<file path="config.mk">
export PLATFORM = sky130hd
export DESIGN_NAME = uart_tx_sched
export DESIGN_NICKNAME = d
export VERILOG_FILES = /design/src/rtl/uart_pkg.sv /design/src/rtl/tx_gap_timer.sv /design/src/rtl/uart_tx_sched.sv
export SDC_FILE = /design/constraint.sdc
export NUM_CORES = 1
export LEC_CHECK = 0
export BUFFER_PORTS_ARGS = -buffer_cell sky130_fd_sc_hd__buf_2
export CAP_MARGIN = 20
export CORE_MARGIN = 2
export CORE_UTILIZATION = 43
export DETAILED_ROUTE_END_ITERATION = 7
export PLACE_DENSITY = 0.74
export SETUP_SLACK_MARGIN = 0.1
export SLEW_MARGIN = 20
export SYNTH_ARGS = -nofsm -noshare
export SYNTH_HDL_FRONTEND = slang
export SYNTH_HIERARCHICAL = 1
export SYNTH_SLANG_ARGS = --single-unit
</file>
<file path="constraint.sdc">
create_clock -name clk -period 1.6 [get_ports clk]
set_clock_uncertainty 0.15 [all_clocks]
set_input_delay 0.08 -clock clk [delete_from_list [all_inputs] [get_ports clk]]
set_output_delay 0.08 -clock clk [all_outputs]
set_load 0.02 [all_outputs]
</file>
<file path="src/rtl/uart_pkg.sv">
// Shared UART definitions: transmit-scheduler FSM states, default byte width
// and requester indices.
package uart_pkg;

  localparam int DATA_W_DFLT = 8;

  localparam logic REQ_BTN = 1'b0;
  localparam logic REQ_SW  = 1'b1;

  typedef enum logic [2:0] {
    ST_IDLE      = 3'd0,
    ST_START     = 3'd1,
    ST_WAIT_BUSY = 3'd2,
    ST_WAIT_DONE = 3'd3,
    ST_GAP       = 3'd4
  } tx_state_e;

endpackage

</file>
<file path="src/rtl/tx_gap_timer.sv">
// Loadable down-counter that saturates at zero; done is high while the count is zero.
// Loads GAP_CYCLES-1 so that a wait covers exactly GAP_CYCLES clocks.
module tx_gap_timer #(
  parameter int GAP_CYCLES = 16
) (
  input  logic clk,
  input  logic rst,
  input  logic load,
  output logic done
);

  localparam int CNT_W = (GAP_CYCLES > 0) ? $clog2(GAP_CYCLES + 1) : 1;
  localparam logic [CNT_W-1:0] LOAD_VAL = (GAP_CYCLES > 0) ? CNT_W'(GAP_CYCLES - 1) : '0;

  logic [CNT_W-1:0] count;

  always_ff @(posedge clk or posedge rst) begin
    if (rst) begin
      count <= '0;
    end else if (load) begin
      count <= LOAD_VAL;
    end else if (count != '0) begin
      count <= count - CNT_W'(1);
    end
  end

  assign done = (count == '0);

endmodule

</file>
<file path="src/rtl/uart_tx_sched.sv">
// Shares one UART transmitter between two byte requesters, with an idle gap per byte.
// Define UART_TX_SCHED_RR_EN for round-robin ties; otherwise req0 has fixed priority.
module uart_tx_sched
  import uart_pkg::*;
#(
  parameter int DATA_W     = DATA_W_DFLT,
  parameter int GAP_CYCLES = 16
) (
  input  logic              clk,
  input  logic              rst,
  input  logic              req0_valid,
  input  logic [DATA_W-1:0] req0_data,
  output logic              req0_ready,
  input  logic              req1_valid,
  input  logic [DATA_W-1:0] req1_data,
  output logic              req1_ready,
  input  logic              tx_busy,
  output logic              tx_start,
  output logic [DATA_W-1:0] tx_data,
  output logic              rts,
  output logic              grant_id
);

  tx_state_e state;
  logic      grant_sel;
  logic      accept;
  logic      gap_load;
  logic      gap_done;

`ifdef UART_TX_SCHED_RR_EN
  logic last_grant;

  // Reset value 1 makes req0 the winner of the first tie.
  always_ff @(posedge clk or posedge rst) begin
    if (rst) begin
      last_grant <= 1'b1;
    end else if (accept) begin
      last_grant <= grant_sel;
    end
  end

  always_comb begin
    grant_sel = REQ_BTN;
    if (req0_valid && req1_valid) begin
      grant_sel = ~last_grant;
    end else if (req1_valid) begin
      grant_sel = REQ_SW;
    end
  end
`else
  assign grant_sel = req0_valid ? REQ_BTN : REQ_SW;
`endif

  // Ready is suppressed during reset so no byte is taken that would be discarded.
  assign accept     = (state == ST_IDLE) && (req0_valid || req1_valid) && !rst;
  assign req0_ready = accept && (grant_sel == REQ_BTN);
  assign req1_ready = accept && (grant_sel == REQ_SW);

  assign tx_start = (state == ST_START);
  assign rts      = (state == ST_START) || (state == ST_WAIT_BUSY) || (state == ST_WAIT_DONE);
  assign gap_load = (state == ST_WAIT_DONE) && !tx_busy && (GAP_CYCLES > 0);

  tx_gap_timer #(
    .GAP_CYCLES(GAP_CYCLES)
  ) u_gap (
    .clk (clk),
    .rst (rst),
    .load(gap_load),
    .done(gap_done)
  );

  always_ff @(posedge clk or posedge rst) begin
    if (rst) begin
      state <= ST_IDLE;
    end else begin
      case (state)
        ST_IDLE:      if (accept) state <= ST_START;
        ST_START:     state <= ST_WAIT_BUSY;
        ST_WAIT_BUSY: if (tx_busy) state <= ST_WAIT_DONE;
        ST_WAIT_DONE: if (!tx_busy) state <= (GAP_CYCLES > 0) ? ST_GAP : ST_IDLE;
        ST_GAP:       if (gap_done) state <= ST_IDLE;
        default:      state <= ST_IDLE;
      endcase
    end
  end

  // Byte and owner are captured only on acceptance, so they stay put while rts is high.
  always_ff @(posedge clk or posedge rst) begin
    if (rst) begin
      tx_data  <= '0;
      grant_id <= 1'b0;
    end else if (accept) begin
      tx_data  <= (grant_sel == REQ_SW) ? req1_data : req0_data;
      grant_id <= grant_sel;
    end
  end

endmodule

</file>
==> reports/metrics.cfg <==
[run_status]
status=finished with violations
violations=setup timing

[clock_tree]
cts-root-buf=clkbuf_4
h-tree-depth=1
tritoncts=built
insertion_delay_ns=0.28
cts_buffers=3
path_clk_slew_ns=0.09
cts.path.max_buffers=2
clock-sinks=17

[global_routing]
antenna_found_initial=0
grt_pass1_vias=809
grt_pass1_wl_um=3370
track_usage_pct=17.4
grt_max_degree=13
grt_remaining_overflow=0

[timing]
timing.fmax_ghz=0.581
fin_tns_setup_ns=-0.982
rsz0062_at_grt=true
min_period_ns=1.72
report.final.setup_viol=11
setup_ws_ns=-0.122
hold_ws_ns=0.00793
maxSlewViolCount=0
period_share_pct=108
hold_violations=0
slew_headroom_pct=70.9
tightest_slew_ns=0.436

[worst_setup_path]
arrival_ns=1.49
required_ns=1.37
critPathMaxStageDelay_ns=0.56
cp_slowest_cell=or4_4
worst-setup-path-type=reg2out
cp_num_buf_inv=1
cp_cell_sequence=or4_4 -> nor2_2 -> buf_4
endpoint_kind=output pin
cp-start-kind=flip-flop
crit_fanout=4
path_delay_family=simple AND/OR/NAND/NOR gates

[place]
place_area_mm2=0.00116
port_buffers=33
gp_congestion=0.771
dp.cells=140
hpwl_um=1290

[route]
viasPerCell=4.76
drt-pass1-iter-count=4
dr_total_vias=762
wl_um=1930
wl_per_cell_um=12.1
first_iter_violations=5
drc=0
postRouteAntennaNets=0

[finish]
instances_no_fill=160
syn2layout_area_growth_pct=49.5
final_cell_mix=buf_2, dfrtp_1, buf_4
finish.instance_area_mm2=0.00137
n_fill_cell=155
n_antenna_cell=0
nets=156
final_util_pct=69.1
layout_commonest_cell=buf_2
drive_above_1_share_pct=57.1

[logic_synthesis]
synth_area_um2=916
synth_cells=74
ys_async_sr_fraction_pct=100
synth_edf_count=0
syn_avg_cell_area_um2=12.4
synth.distinct_cells=25
synth_top_flop_cell=dfrtp_1
synth_top_area_cell=dfrtp_1
ys_seq_elements=17
synth.area.top_cells=dfrtp_1, mux2_4, mux2_2
yosys_warnings=6
syn_nets=96
synth_top_area_share_pct=46.4
ys_seq_area_share_pct=46.4

[floorplanning]
core_area_mm2=0.00198
ios=34
die_y_um=50.2
rows=16
initial_utilization_pct=46.2
dieArea_mm2=0.00252
die_w_um=50.2

[power_and_ir_drop]
vdd_ir_drop_max_mv=1.10
powerDensity_mw_per_mm2=1630
cellLeakagePower_uw=0.000683

[hold_path]
hold_path.class=in2reg

[job]
drv_cap=0

cells in the mapped netlist (2+ instances only):
master,number
dfrtp_1,17
mux2_2,9
nand2b_1,2
nor2_1,6
inv_1,8
o211ai_1,2
mux2_4,8
nor2b_1,4
mux2i_1,2
logic make-up after synthesis:
logic type	share of synthesized area, %
mux	26.4
simple gates	14.1
flops	46.4
buf+inv	4.92
compound gates	6.83
fa+ha+maj	1.37
per-layer routing:
layer / part of all wire [%] / track usage, %
met5: 0 / 0
met4: 0.67 / 8.33
met3: 5.7 / 2.38
met2: 49 / 31.1
met1: 44 / 20.3
final timing paths:
| check | slack, ns | to | cells past startpoint | start |
|---|---|---|---|---|
| min | 0.008 | tx_data[0] | 3 | req1_data[0] |
| max in group asynchronous | 0.68 | grant_id | 4 | rst |
| min in group asynchronous | 0.21 | u_gap/count[2] | 4 | rst |
| max reg2reg | -0.10 | tx_data[5] | 3 | state[2] |
| min reg2reg | 0.36 | tx_data[2] | 1 | tx_data[2] |
| max | -0.12 | req1_ready | 3 | state[2] |
power by group:
| group | leakage, µW | internal, µW | switching, µW | total, µW |
|---|---|---|---|---|
| Combinational | 0.000461 | 661 | 574 | 1240 |
| Sequential | 0.000204 | 638 | 135 | 773 |
| Clock | 0.0000177 | 92.7 | 126 | 219 |
| Total | 0.000683 | 1390 | 836 | 2230 |
final cells by class:
class	count	area [µm²]	area share (%)
well taps	27	33.8	2.47
inverters	8	30.0	2.19
repair buffers	57	390	28.5
flip-flops and latches	17	425	31.1
clock buffers	3	22.5	1.65
multi-input cells	47	462	33.7
clock inverters	1	5.00	0.366
repair_timing:
action	4_1_cts	5_1_grt
gates cloned	0	0
pin swaps	1	1
hold endpoints to repair	25	0
setup endpoints to repair	11	17
setup buffers	2	2
resized for setup	3	8
hold buffers	12	0
state kept, by name (all words and copies together) (netlist names):
register	cells
u_gap/count	5
state	3
grant_id	1
tx_data	8
through the flow:
step,total power [µW],setup slack [ns]
final,2230,-0.122
after floorplan,1540,-0.0447
after global routing,2410,-0.168
after detailed placement,1900,-0.0469
after global placement,1860,0.00435
after CTS,2180,-0.126
worst min-delay path, stage by stage:
cell and delay (ns):
buf_2 0.07, mux2_2 0.13, mux2_4 0.13
(Power assumes the default switching activity.)
